File: src/rtl/gbe_udp_rx_chk_cnt.sv
// Wrapping statistics counter.
//   clk, rst : clock, synchronous active-high reset
//   clr      : synchronous clear
//   inc      : add one this cycle
//   cnt      : current count
module gbe_udp_rx_chk_cnt #(
    parameter int unsigned CNT_W = 32
) (
    input  logic             clk,
    input  logic             rst,
    input  logic             clr,
    input  logic             inc,
    output logic [CNT_W-1:0] cnt
);

    always_ff @(posedge clk) begin
        if (rst || clr) begin
            cnt <= '0;
        end else if (inc) begin
            cnt <= cnt + {{(CNT_W-1){1'b0}}, 1'b1};
        end
    end

endmodule

File: config.mk
export PLATFORM = sky130hd
export DESIGN_NAME = gbe_udp_rx_chk_cnt
export DESIGN_NICKNAME = d
export VERILOG_FILES = /design/src/rtl/gbe_udp_rx_chk_cnt.sv
export SDC_FILE = /design/constraint.sdc
export NUM_CORES = 1
export LEC_CHECK = 0
export CORE_AREA = 2 2 60 62
export DETAILED_ROUTE_END_ITERATION = 10
export DIE_AREA = 0 0 62 64
export GPL_ROUTABILITY_DRIVEN = 0
export GPL_TIMING_DRIVEN = 0
export PLACE_DENSITY_LB_ADDON = 0.15
export SETUP_SLACK_MARGIN = 0.3
export SLEW_MARGIN = 20
export SYNTH_ARGS = -nofsm -noshare
export SYNTH_HDL_FRONTEND = slang
export SYNTH_SLANG_ARGS = --single-unit
File: constraint.sdc
create_clock -name clk -period 2.2 [get_ports clk]
set_clock_uncertainty 0.1 [all_clocks]
set_input_delay 0.44 -clock clk [delete_from_list [all_inputs] [get_ports clk]]
set_output_delay 0.44 -clock clk [all_outputs]
set_load 0.05 [all_outputs]
==> results.sh <==
export IMPL_cts_htree_levels=2
export IMPL_slowest_delay_ps=490
export IMPL_synth_yosys_seq_area_share=0.409
export IMPL_p_per_area_nw_per_um2=469
export IMPL_critPathCaptureType="flop"
export IMPL_worst_skew_pair_late_latency_ps=320
export IMPL_synth_avg_cell_area_um2=8.80
export IMPL_period_needed_ps=1840
export IMPL_die_area_um2=3970
export IMPL_antenna_found_initial=0
export IMPL_post_place_ws_ps=-28.3
export IMPL_min_period_over_period=0.838
export IMPL_hpwlAfterDp_um=2660
export IMPL_synth_edf_count=0
export IMPL_yosysTopAreaCell="dfxtp_1"
export IMPL_critPathKind="reg2reg"
export IMPL_hold_buffers=0
export IMPL_cts_tree="yes"
export IMPL_ys_warn_count=0
export IMPL_ys_flop_type="dfxtp_1"
export IMPL_drc_errors=0
export IMPL_start_util=0.477
export IMPL_relSlewSlack=0.650
export IMPL_synthesis_area_um2=1570
export IMPL_power_internal_uw=746
export IMPL_first_pass_iters=4
export IMPL_routed_wl_um=3630
export IMPL_max_freq_mhz=543
export IMPL_hold_ws_ps=331
export IMPL_vias=1493
export IMPL_grt_pass1_vias=1372
export IMPL_swShare=0.224
export IMPL_clockRootBuffer="clkbuf_4"
export IMPL_critPathLaunchType="flop"
export IMPL_crit_path_cell_trace="ha_4 -> nand3_4 -> or3_4 -> or4_1 -> a21oi_2"
export IMPL_synth_nets=183
export IMPL_power_frac_seq=0.601
export IMPL_synth_cells=178
export IMPL_slew_viol_final=0
export IMPL_synth_top_cell_area_share=0.409
export IMPL_max_slew_worst_pin_slew_ps=525
export IMPL_largest_reg_flops=32
export IMPL_grt_pass1_wl_um=6380
export IMPL_portBuffers=34
export IMPL_ys_async_sr_fraction=0
export IMPL_design_portCount=36
export IMPL_drive_gt1_frac=0.250
export IMPL_path_clk_slew_ps=100
export IMPL_clockBufferDepth=2
export IMPL_grt_max_degree=11
export IMPL_fp_dieH_um=64
export IMPL_rsz0062_at_grt="true"
export IMPL_path_delay_family="simple AND/OR/NAND/NOR gates"
export IMPL_n_antenna_cell=0
export IMPL_hold_violations=0
export IMPL_synth_cell_types=32
export IMPL_grtUsageTotal=0.214
export IMPL_area_growth_pct=30.8
export IMPL_route_detailed_wl_per_inst_um=13.7
export IMPL_die_w_um=62
export IMPL_drtAntennaViolNets=0
export IMPL_power_frac_clock=0.363
export IMPL_clock_sinks=32
export IMPL_cp_required_ps=2360
export IMPL_vias_per_cell=5.61
export IMPL_setup_viol=0
export IMPL_synth_common_cells="dfxtp_1 (32), a21oi_1 (15), nor2_1 (15)"
export IMPL_hold_path_class="in2reg"
export IMPL_synthTopCellsByArea="dfxtp_1 (41%), xor2_1 (5.0%), a21oi_1 (4.8%)"
export IMPL_regMostFlops="cnt"
export IMPL_p_total_uw=961
export IMPL_drt_iter0_drc=68
export IMPL_leakage_nw=0.816
export IMPL_synthMostInstantiatedCell="dfxtp_1"
export IMPL_instances_no_fill=266
export IMPL_synth_seq_cells=32
export IMPL_p_comb_frac=0.036
export IMPL_grt_overflow_total=0
export IMPL_row_count=21
export IMPL_status="finished clean"
export IMPL_tns_ps=0
export IMPL_cp_arrival_ps=2000
export IMPL_setup_ws_ps=357
export IMPL_power_switching_uw=215
export IMPL_dpl_cell_count=258
export IMPL_cts_buffers=5
export IMPL_crit_buf_inv=0
export IMPL_top_regs="cnt: 32 flops"
export IMPL_path_max_fanout=8
export IMPL_worst_path_max_delay_cell="or4_1"
export IMPL_core_area_um2=3280
export IMPL_max_cap_viol_count=0
export IMPL_irDropWorstVdd_uv=377
export IMPL_final_nets=224
## worst min-delay path, stage by stage
cell,delay (ps)
buf_4,140
xnor2_1,80
nor2_1,70
## power groups by stage
stage                     logic [mW]  registers, mW  clock network (mW)
final                         0.0344          0.578               0.349
after global routing          0.0378          0.579               0.391
after CTS                     0.0338          0.581               0.358
after detailed placement      0.0337          0.594                   0
after global placement        0.0325          0.593                   0
after floorplan               0.0170          0.598                   0
## through the flow
stage	cell area [um2]	util
2_1_floorplan	1600	-
3_3_place_gp	2000	0.608
3_5_place_dp	2000	0.608
4_1_cts	2040	0.620
5_1_grt	2050	0.624
6_report	2050	0.624
## area by class of cell
cell class / count / area [um2]
buffer: 10 / 58.8
clock buffer: 8 / 58.8
fill: 305 / 1230
multi-input combinational: 136 / 910
sequential: 32 / 679
tap: 46 / 57.6
timing repair buffer: 34 / 285
## metal layers
metal	up-vias	part of all wire	global-route usage
li1	748	-	-
met1	712	0.47	0.273
met2	29	0.49	0.337
met3	4	0.034	0.0668
met4	0	0.0088	0.0638
met5	-	0	0
## kinds of logic (layout without fill, tap and decap cells)
kind of cell / after synthesis / in the layout / share of synthesized area
AOI/OAI and AO/OA: 32 / 32 / 0.119
xor gates and xnor gates: 12 / 12 / 0.0671
adders and majority gates: 1 / 1 / 0.00799
buffers and inverters: 10 / 52 / 0.0335
DFF: 32 / 32 / 0.409
muxes: 4 / 4 / 0.0256
and+or+nand+nor: 87 / 87 / 0.338
## layout by cell type, fill, tap and decap left out, drive strengths merged
cell type	Yosys	layout
dfxtp	32	32
dlygate4sd2	0	28
clkbuf	2	16
nor2	15	15
a21oi	15	15
nand2	13	13
nand3	13	13
or3	12	12
nand4	11	11
xor2	9	9
o31ai	8	8
or4	8	8
o21ai	7	7
and4	6	6
buf	8	6
mux2i	4	4
xnor2	3	3
and3	3	3
and2	2	2
nor3	2	2
clkdlybuf4s50	0	2
or2	1	1
nor4	1	1
a31oi	1	1
a41o	1	1
ha	1	1
## worst paths after layout
| path | slack (ps) | cells past startpoint | start | endpoint |
|---|---|---|---|---|
| setup / recovery | 360 | 5 | cnt[0] | cnt[28] |
| hold / removal | 330 | 3 | inc | cnt[0] |
| setup reg to reg | 360 | 5 | cnt[0] | cnt[28] |
| hold reg to reg | 380 | 2 | cnt[31] | cnt[31] |
## repair_timing
action	4_1_cts	5_1_grt
gates cloned	0	0
setup endpoints to repair	34	30
pin swaps	0	3
setup buffers	0	0
resized for setup	35	19
No activity file was read; power rests on OpenSTA's default activity.
